$ cat src/rtl/ctrl_queue_pkg.sv
// Shared types for the pipelined-CPU control delay line.
// ctrl_bundle_t is the decoded control word that rides alongside each
// instruction; CTRL_BUBBLE is its "do nothing" encoding.
package ctrl_queue_pkg;

    typedef struct packed {
        logic       ReadMem;
        logic [1:0] RegWData;
        logic       MemWr;
        logic       FwdMem;
    } ctrl_bundle_t;

    localparam int CTRL_W = $bits(ctrl_bundle_t);

    localparam ctrl_bundle_t CTRL_BUBBLE = '0;

endpackage

$ cat src/rtl/ctrl_pipe_queue_if.sv
// Producer/consumer bus of the control delay line: the entry handshake,
// the output stage and the per-stage taps used by hazard/forwarding logic.
interface ctrl_pipe_queue_if
    import ctrl_queue_pkg::*;
#(
    parameter int WIDTH = CTRL_W,
    parameter int DEPTH = 2
) ();

    logic [WIDTH-1:0]       in_data;
    logic                   in_valid;
    logic                   in_ready;
    logic [WIDTH-1:0]       out_data;
    logic                   out_valid;
    logic [DEPTH*WIDTH-1:0] tap_data;
    logic [DEPTH-1:0]       tap_valid;

    // Decode/issue side: supplies control words, observes the queue.
    modport master (
        output in_data, in_valid,
        input  in_ready, out_data, out_valid, tap_data, tap_valid
    );

    // The queue itself.
    modport slave (
        input  in_data, in_valid,
        output in_ready, out_data, out_valid, tap_data, tap_valid
    );

endinterface

$ cat src/rtl/ctrl_queue_stage.sv
// One valid+data register of the control delay line.
// Priority: kill (bubble) > hold (keep) > load (take d_*) > bubble.
// The final "bubble" case is what the top uses to insert a bubble behind
// an upstream stall.
module ctrl_queue_stage #(
    parameter int               WIDTH  = 5,
    parameter logic [WIDTH-1:0] BUBBLE = '0
) (
    input  logic             clk,
    input  logic             reset,
    input  logic             load,
    input  logic             hold,
    input  logic             kill,
    input  logic             d_valid,
    input  logic [WIDTH-1:0] d_data,
    output logic             q_valid,
    output logic [WIDTH-1:0] q_data
);

    logic             nxt_valid;
    logic [WIDTH-1:0] nxt_data;

    // Select next contents of this stage in priority order.
    always_comb begin
        nxt_valid = 1'b0;
        nxt_data  = BUBBLE;
        if (kill) begin
            nxt_valid = 1'b0;
            nxt_data  = BUBBLE;
        end else if (hold) begin
            nxt_valid = q_valid;
            nxt_data  = q_data;
        end else if (load) begin
            nxt_valid = d_valid;
            nxt_data  = d_data;
        end
    end

    // Stage register; reset empties the stage to a bubble at once.
    always_ff @(posedge clk or negedge reset) begin
        if (!reset) begin
            q_valid <= 1'b0;
            q_data  <= BUBBLE;
        end else begin
            q_valid <= nxt_valid;
            q_data  <= nxt_data;
        end
    end

endmodule

$ cat src/rtl/ctrl_pipe_queue.sv
// ctrl_pipe_queue: parametrised control-signal delay line.
// Carries a WIDTH-bit control bundle plus valid through DEPTH stages with
// per-stage stall (propagating upstream), per-stage flush and stage taps.
// Optional feature macro CTRL_PIPE_QUEUE_OCC_EN adds the occ (valid-stage
// count) and bubble_cnt (saturating bubble-insertion count) outputs.
module ctrl_pipe_queue
    import ctrl_queue_pkg::*;
#(
    parameter int               WIDTH  = CTRL_W,
    parameter int               DEPTH  = 2,
    parameter logic [WIDTH-1:0] BUBBLE = '0
) (
    input  logic                         clk,
    input  logic                         reset,
    input  logic [DEPTH-1:0]             stall,
    input  logic [DEPTH-1:0]             flush,
`ifdef CTRL_PIPE_QUEUE_OCC_EN
    output logic [$clog2(DEPTH+1)-1:0]   occ,
    output logic [15:0]                  bubble_cnt,
`endif
    ctrl_pipe_queue_if.slave             q
);

    logic [DEPTH-1:0] h;
    logic [DEPTH-1:0] ld;
    logic [DEPTH-1:0] src_v;
    logic [WIDTH-1:0] src_d [DEPTH];
    logic [DEPTH-1:0] sv;
    logic [WIDTH-1:0] sd    [DEPTH];

    // Hold chain: a stall anywhere downstream freezes this stage too.
    always_comb begin
        h = '0;
        h[DEPTH-1] = stall[DEPTH-1];
        for (int i = DEPTH - 2; i >= 0; i--) begin
            h[i] = stall[i] | h[i+1];
        end
    end

    // Per-stage source and load enable; a free stage behind a stalled
    // one gets no load and therefore falls through to a bubble.
    always_comb begin
        ld       = '0;
        src_v    = '0;
        ld[0]    = 1'b1;
        src_v[0] = q.in_valid;
        src_d[0] = q.in_data;
        for (int i = 1; i < DEPTH; i++) begin
            ld[i]    = ~stall[i-1];
            src_v[i] = sv[i-1];
            src_d[i] = sd[i-1];
        end
    end

    for (genvar i = 0; i < DEPTH; i++) begin : g_stage
        ctrl_queue_stage #(
            .WIDTH  (WIDTH),
            .BUBBLE (BUBBLE)
        ) u_stage (
            .clk     (clk),
            .reset   (reset),
            .load    (ld[i]),
            .hold    (h[i]),
            .kill    (flush[i]),
            .d_valid (src_v[i]),
            .d_data  (src_d[i]),
            .q_valid (sv[i]),
            .q_data  (sd[i])
        );
        assign q.tap_data[i*WIDTH +: WIDTH] = sd[i];
    end

    assign q.tap_valid = sv;
    assign q.out_valid = sv[DEPTH-1];
    assign q.out_data  = sd[DEPTH-1];
    assign q.in_ready  = ~h[0];

`ifdef CTRL_PIPE_QUEUE_OCC_EN
    localparam int OCC_W = $clog2(DEPTH + 1);

    logic [DEPTH-1:0] nv;
    logic [DEPTH-1:0] r4;
    logic [OCC_W-1:0] occ_nxt;

    // Next-edge valid of each stage and where a bubble is inserted behind a stall.
    always_comb begin
        nv      = '0;
        r4      = '0;
        occ_nxt = '0;
        for (int i = 0; i < DEPTH; i++) begin
            if (flush[i])    nv[i] = 1'b0;
            else if (h[i])   nv[i] = sv[i];
            else if (ld[i])  nv[i] = src_v[i];
            else             nv[i] = 1'b0;
            if (i > 0) r4[i] = ~flush[i] & ~h[i] & stall[i-1];
            occ_nxt = occ_nxt + OCC_W'(nv[i]);
        end
    end

    // Occupancy and saturating bubble counter, same edge as the stages.
    always_ff @(posedge clk or negedge reset) begin
        if (!reset) begin
            occ        <= '0;
            bubble_cnt <= '0;
        end else begin
            occ <= occ_nxt;
            if ((|r4) && (bubble_cnt != 16'hFFFF)) begin
                bubble_cnt <= bubble_cnt + 16'd1;
            end
        end
    end
`endif

endmodule

$ cat src/flat_wrapper.sv
// flat-port wrapper written by rule: the top's interface ports become plain ports
module ctrl_pipe_queue_flat import ctrl_queue_pkg::*;
#(
    parameter int               WIDTH  = CTRL_W,
    parameter int               DEPTH  = 2,
    parameter logic [WIDTH-1:0] BUBBLE = '0
)
  (clk, reset, stall, flush, q_in_data, q_in_valid, q_in_ready, q_out_data, q_out_valid, q_tap_data, q_tap_valid);
  ctrl_pipe_queue_if #(.WIDTH(WIDTH), .DEPTH(DEPTH)) q_i ();
  input  logic clk;
  input  logic reset;
  input  logic [DEPTH-1:0] stall;
  input  logic [DEPTH-1:0] flush;
  input wire logic [$bits(q_i.in_data)-1:0] q_in_data;
  input wire logic [$bits(q_i.in_valid)-1:0] q_in_valid;
  output wire logic [$bits(q_i.in_ready)-1:0] q_in_ready;
  output wire logic [$bits(q_i.out_data)-1:0] q_out_data;
  output wire logic [$bits(q_i.out_valid)-1:0] q_out_valid;
  output wire logic [$bits(q_i.tap_data)-1:0] q_tap_data;
  output wire logic [$bits(q_i.tap_valid)-1:0] q_tap_valid;
  assign q_i.in_data = q_in_data;
  assign q_i.in_valid = q_in_valid;
  assign q_in_ready = q_i.in_ready;
  assign q_out_data = q_i.out_data;
  assign q_out_valid = q_i.out_valid;
  assign q_tap_data = q_i.tap_data;
  assign q_tap_valid = q_i.tap_valid;
  ctrl_pipe_queue #(.WIDTH(WIDTH), .DEPTH(DEPTH), .BUBBLE(BUBBLE)) u_core (.clk(clk), .reset(reset), .stall(stall), .flush(flush), .q(q_i));
endmodule
$ cat config.mk
export PLATFORM = sky130hd
export DESIGN_NAME = ctrl_pipe_queue_flat
export DESIGN_NICKNAME = d
export VERILOG_FILES = /design/src/rtl/ctrl_queue_pkg.sv /design/src/rtl/ctrl_pipe_queue_if.sv /design/src/rtl/ctrl_queue_stage.sv /design/src/rtl/ctrl_pipe_queue.sv /design/src/flat_wrapper.sv
export SDC_FILE = /design/constraint.sdc
export NUM_CORES = 1
export LEC_CHECK = 0
export CORE_MARGIN = 3
export CORE_UTILIZATION = 42
export CTS_BUF_LIST = sky130_fd_sc_hd__clkbuf_4
export CTS_CLUSTER_SIZE = 28
export DETAILED_ROUTE_END_ITERATION = 10
export PLACE_DENSITY = 0.85
export SETUP_SLACK_MARGIN = 0.4
export SLEW_MARGIN = 20
export SYNTH_ARGS = -nofsm -noshare
export SYNTH_HDL_FRONTEND = slang
export SYNTH_SLANG_ARGS = --single-unit
$ cat constraint.sdc
create_clock -name clk -period 1.5 [get_ports clk]
set_clock_uncertainty 0.1 [all_clocks]
set_input_delay 0.3 -clock clk [delete_from_list [all_inputs] [get_ports clk]]
set_output_delay 0.3 -clock clk [all_outputs]
set_load 0.1 [all_outputs]
==> results.json, run 1 <==
{
  "hpwl_mm": 1.39,
  "syn_nets": 62,
  "numClockSinks": 12,
  "ys.warnings.count": 0,
  "place_inst": 89,
  "numCtsBuffers": 3,
  "die_y_um": 42.8,
  "io_buffers": 30,
  "post-cts-setup-buffers": 8,
  "fp.dieW_um": 42.8,
  "synth_top_area_frac": 0.527,
  "rows": 12,
  "ctsHoldBuffers": 0,
  "gp_congestion": 0.768,
  "netlist_area_sq_um": 569,
  "synthDistinctLibCells": 11,
  "htreeDepth": 1,
  "avgSynthCellArea_sq_um": 11.4,
  "start_util": 0.480,
  "ys_top_cells_by_area": "dfrtp_1, a32o_1, buf_4",
  "synth_seq_cells": 12,
  "clock_path_buffers": 2,
  "syn_inst": 50,
  "ys_seq_area_frac": 0.527,
  "postCtsResizedCells": 23,
  "firstError": "[ERROR DPL-0038] Utilization greater than 100%, impossible to legalize",
  "synth_area_leader_cell": "dfrtp_1",
  "cts_root_buffer": "clkbuf_4",
  "status": "stopped before the end",
  "failing_step": "clock tree synthesis",
  "io_pins": 31
}
## cell usage after synthesis
master,count
buf_4,7
a21oi_1,6
inv_1,2
or3b_1,6
buf_6,2
a32o_1,6
o21ai_0,2
nor2b_1,1
dfrtp_1,12
nor2_1,2
o21ai_1,4
## logic make-up after synthesis
group | Yosys count | synth area share
and+or+nand+nor | 9 | 0.116
AOI/OAI and AO/OA | 18 | 0.211
buffers and inverters | 11 | 0.145
DFF | 12 | 0.527
## stage by stage
step           cell area, sq um  setup slack [ns]  hold slack, ns
2_1_floorplan               697             0.152         -0.0956
3_3_place_gp               1080            -0.194           0.491
3_5_place_dp               1080            -0.309           0.498
==> inputs of run 2 (changes only) <==
Settings changed: CORE_AREA set to 3 3 64 66, CORE_MARGIN 3 to unset, CORE_UTILIZATION 42 to unset, CTS_BUF_LIST sky130_fd_sc_hd__clkbuf_4 to unset, CTS_CLUSTER_SIZE 28 to unset, DIE_AREA set to 0 0 67 69, PLACE_DENSITY 0.85 to unset, PLACE_DENSITY_LB_ADDON set to 0.15, SETUP_SLACK_MARGIN 0.4 to unset.
==> run 2 against run 1 <==
- the run now ends clean
- synthesized cell count did not move
- synthesized area did not move
==> results.json, run 2 <==
{
  "holdWs_ns": 0.261,
  "met2_length_um": 753,
  "synth_ff_type": "dfrtp_1",
  "antenna_cells": 0,
  "cts_tree": "done",
  "path_cells": "dlygate4sd2_1, buf_6, nor2_4, buf_12",
  "start_kind": "input pin",
  "avgViaCountPerCell": 3.71,
  "final_nets": 98,
  "multi_input_area_sq_um": 194,
  "synth_top_area_frac": 0.527,
  "coreArea_sq_mm": 0.00363,
  "start_util": 0.157,
  "r2r_start": "u_core.g_stage[0].u_stage.q_data[4]$_DFFE_PN0P_",
  "vias": 494,
  "overflow": 0,
  "cts_root_buffer": "clkbuf_8",
  "numClockSinks": 12,
  "crit_path_end_kind": "output pin",
  "grt_max_degree": 13,
  "max_slew_margin": 0.714,
  "gp_congestion": 0.662,
  "die_y_um": 69,
  "dr.first_iter.drc_count": 2,
  "place_area_sq_mm": 0.00110,
  "critical_path_buf_inv_count": 3,
  "grt_first_pass_wirelength_mm": 2.61,
  "required_ns": 1.10,
  "htreeDepth": 1,
  "status": "complete, no violations",
  "fin_ws_ns": 0.0963,
  "grtUsageTotal": 0.0748,
  "ys_top_cells_by_area": "dfrtp_1, a32o_1, buf_4",
  "netlist_area_sq_um": 569,
  "drcViolationCount": 0,
  "peakVddDrop_mv": 0.276,
  "area.sequential_sq_um": 308,
  "critical-path-max-stage-delay_ns": 0.25,
  "wl_met1_um": 701,
  "worstHoldPathType": "input pin to async pin",
  "rows": 22,
  "worst_path_max_delay_cell": "dlygate4sd2_1",
  "clock_path_buffers": 2,
  "setup_viol": 0,
  "io_buffers": 30,
  "reg.largest.list": "u_core.g_stage.u_stage.q_data x10, u_core.g_stage.u_stage.q_valid x2",
  "cap_viol_max_count": 0,
  "io_pins": 31,
  "async_flop_share": 1.00,
  "critPathMaxFanout": 5,
  "synthDistinctLibCells": 11,
  "most-common-layout-cells": "buf_12, clkdlybuf4s50_1, buf_4",
  "insertion_delay_ns": 0.24,
  "largest_reg_flops": 10,
  "synth-edff-count": 0,
  "power_leakage_nw": 0.491,
  "worstPathArrival_ns": 1.00,
  "ant_nets": 0,
  "grt_pass1_vias": 540,
  "synth_common_cells": "dfrtp_1, buf_4, a21oi_1, a32o_1, or3b_1",
  "worst_pin_slew_ns": 0.429,
  "slew_viol_final": 0,
  "final-hold-violation-count": 0,
  "pre_cts_ws_ns": -0.221,
  "largest_register": "u_core.g_stage.u_stage.q_data",
  "wl_per_cell_um": 11.8,
  "syn_inst": 50,
  "numCtsBuffers": 3,
  "wl_met3_um": 80,
  "drive_gt1_frac": 0.471,
  "path_class": "input pin to output pin",
  "area_delta_synth_final_pct": 109,
  "yosysMostFrequentCell": "dfrtp_1",
  "fin_area_sq_mm": 0.00119,
  "ys.warnings.count": 0,
  "startpoint": "stall[1]",
  "final_util": 0.327,
  "path_clk_slew_ns": 0.05,
  "synth_area_leader_cell": "dfrtp_1",
  "drtPass1Iterations": 3,
  "fp.dieW_um": 67,
  "cp_top_family": "buffers and inverters",
  "wl_mm": 1.56,
  "timing.final.crit_share": 0.936,
  "layout.cells.most_common": "buf_12",
  "ys_seq_area_frac": 0.527,
  "grt_antenna_before_repair": 0,
  "final.min_clock_period_ns": 1.40,
  "die_area_sq_mm": 0.00462,
  "avgSynthCellArea_sq_um": 11.4,
  "syn_nets": 62,
  "top_layer": "met4",
  "fillerInstances": 398,
  "powerDensity_mw_per_mm2": 788,
  "rsz0062_at_grt": "no",
  "synth_seq_cells": 12,
  "max_freq_ghz": 0.712
}
run 2: cell counts after synthesis:
No cell type changed its count.
run 2: path summary, 6_finish.rpt:
| path | endpoint | slack (ns) | cells after the start |
|---|---|---|---|
| setup / recovery | q_in_ready | 0.1 | 4 |
| hold / removal | u_core.g_stage[0].u_stage.q_valid$_DFFE_PN0P_ | 0.26 | 2 |
| setup reg to reg | u_core.g_stage[1].u_stage.q_data[4]$_DFFE_PN0P_ | 0.59 | 1 |
| hold reg to reg | u_core.g_stage[1].u_stage.q_data[0]$_DFFE_PN0P_ | 0.48 | 1 |
| max in group asynchronous | u_core.g_stage[1].u_stage.q_data[1]$_DFFE_PN0P_ | 0.87 | 2 |
| min in group clk | u_core.g_stage[1].u_stage.q_data[0]$_DFFE_PN0P_ | 0.48 | 1 |
run 2: per-layer routing:
metal,vias up,GRT usage
met1,228,0.0935
li1,247,-
met4,0,0.0473
met2,17,0.114
met5,-,0
met3,2,0.0163
run 2: cells by family after synthesis:
group                  after synthesis  share of synthesized area
AOI/OAI and AO/OA                   18                      0.211
DFF                                 12                      0.527
buffers and inverters               11                      0.145
and+or+nand+nor                      9                      0.116
run 2: per-stage QoR:
stage                     std cells  total power [mW]  setup TNS (ns)
after global placement          124             0.584           -1.91
after detailed placement        124             0.586           -2.25
after global routing            133             0.975               0
after floorplan                  50             0.477               0
final                           133             0.937               0
after CTS                       133             0.952               0
run 2: repair_timing:
action / CTS / global route
resized for setup: 3 / 0
buffers inserted: 4 / 0
setup endpoints to repair: 1 / 0
hold buffers: 0 / 0
run 2: layout make-up:
class                      count  area share
timing repair buffer          40       0.475
tap                           48      0.0505
sequential                    12       0.259
inverter                       2     0.00632
clock buffer                   4      0.0463
multi-input combinational     27       0.163
run 2: power by group:
part,total [mW],internal [mW],switching [mW]
sequential,0.347,0.333,0.0139
clock,0.351,0.232,0.119
combinational,0.239,0.0996,0.139
total,0.937,0.665,0.272
No activity file was read; power rests on OpenSTA's default activity.
==> inputs of run 3 (changes only) <==
Settings changed: MAX_ROUTING_LAYER set to met4.
==> results of run 3 <==
Final layout, timing and power as in run 2 (identical DEF).
Among the figures that moved: final weighted congestion in routability-driven placement 0.662 -> 0.668; overall routing resource usage 0.0748 -> 0.0768
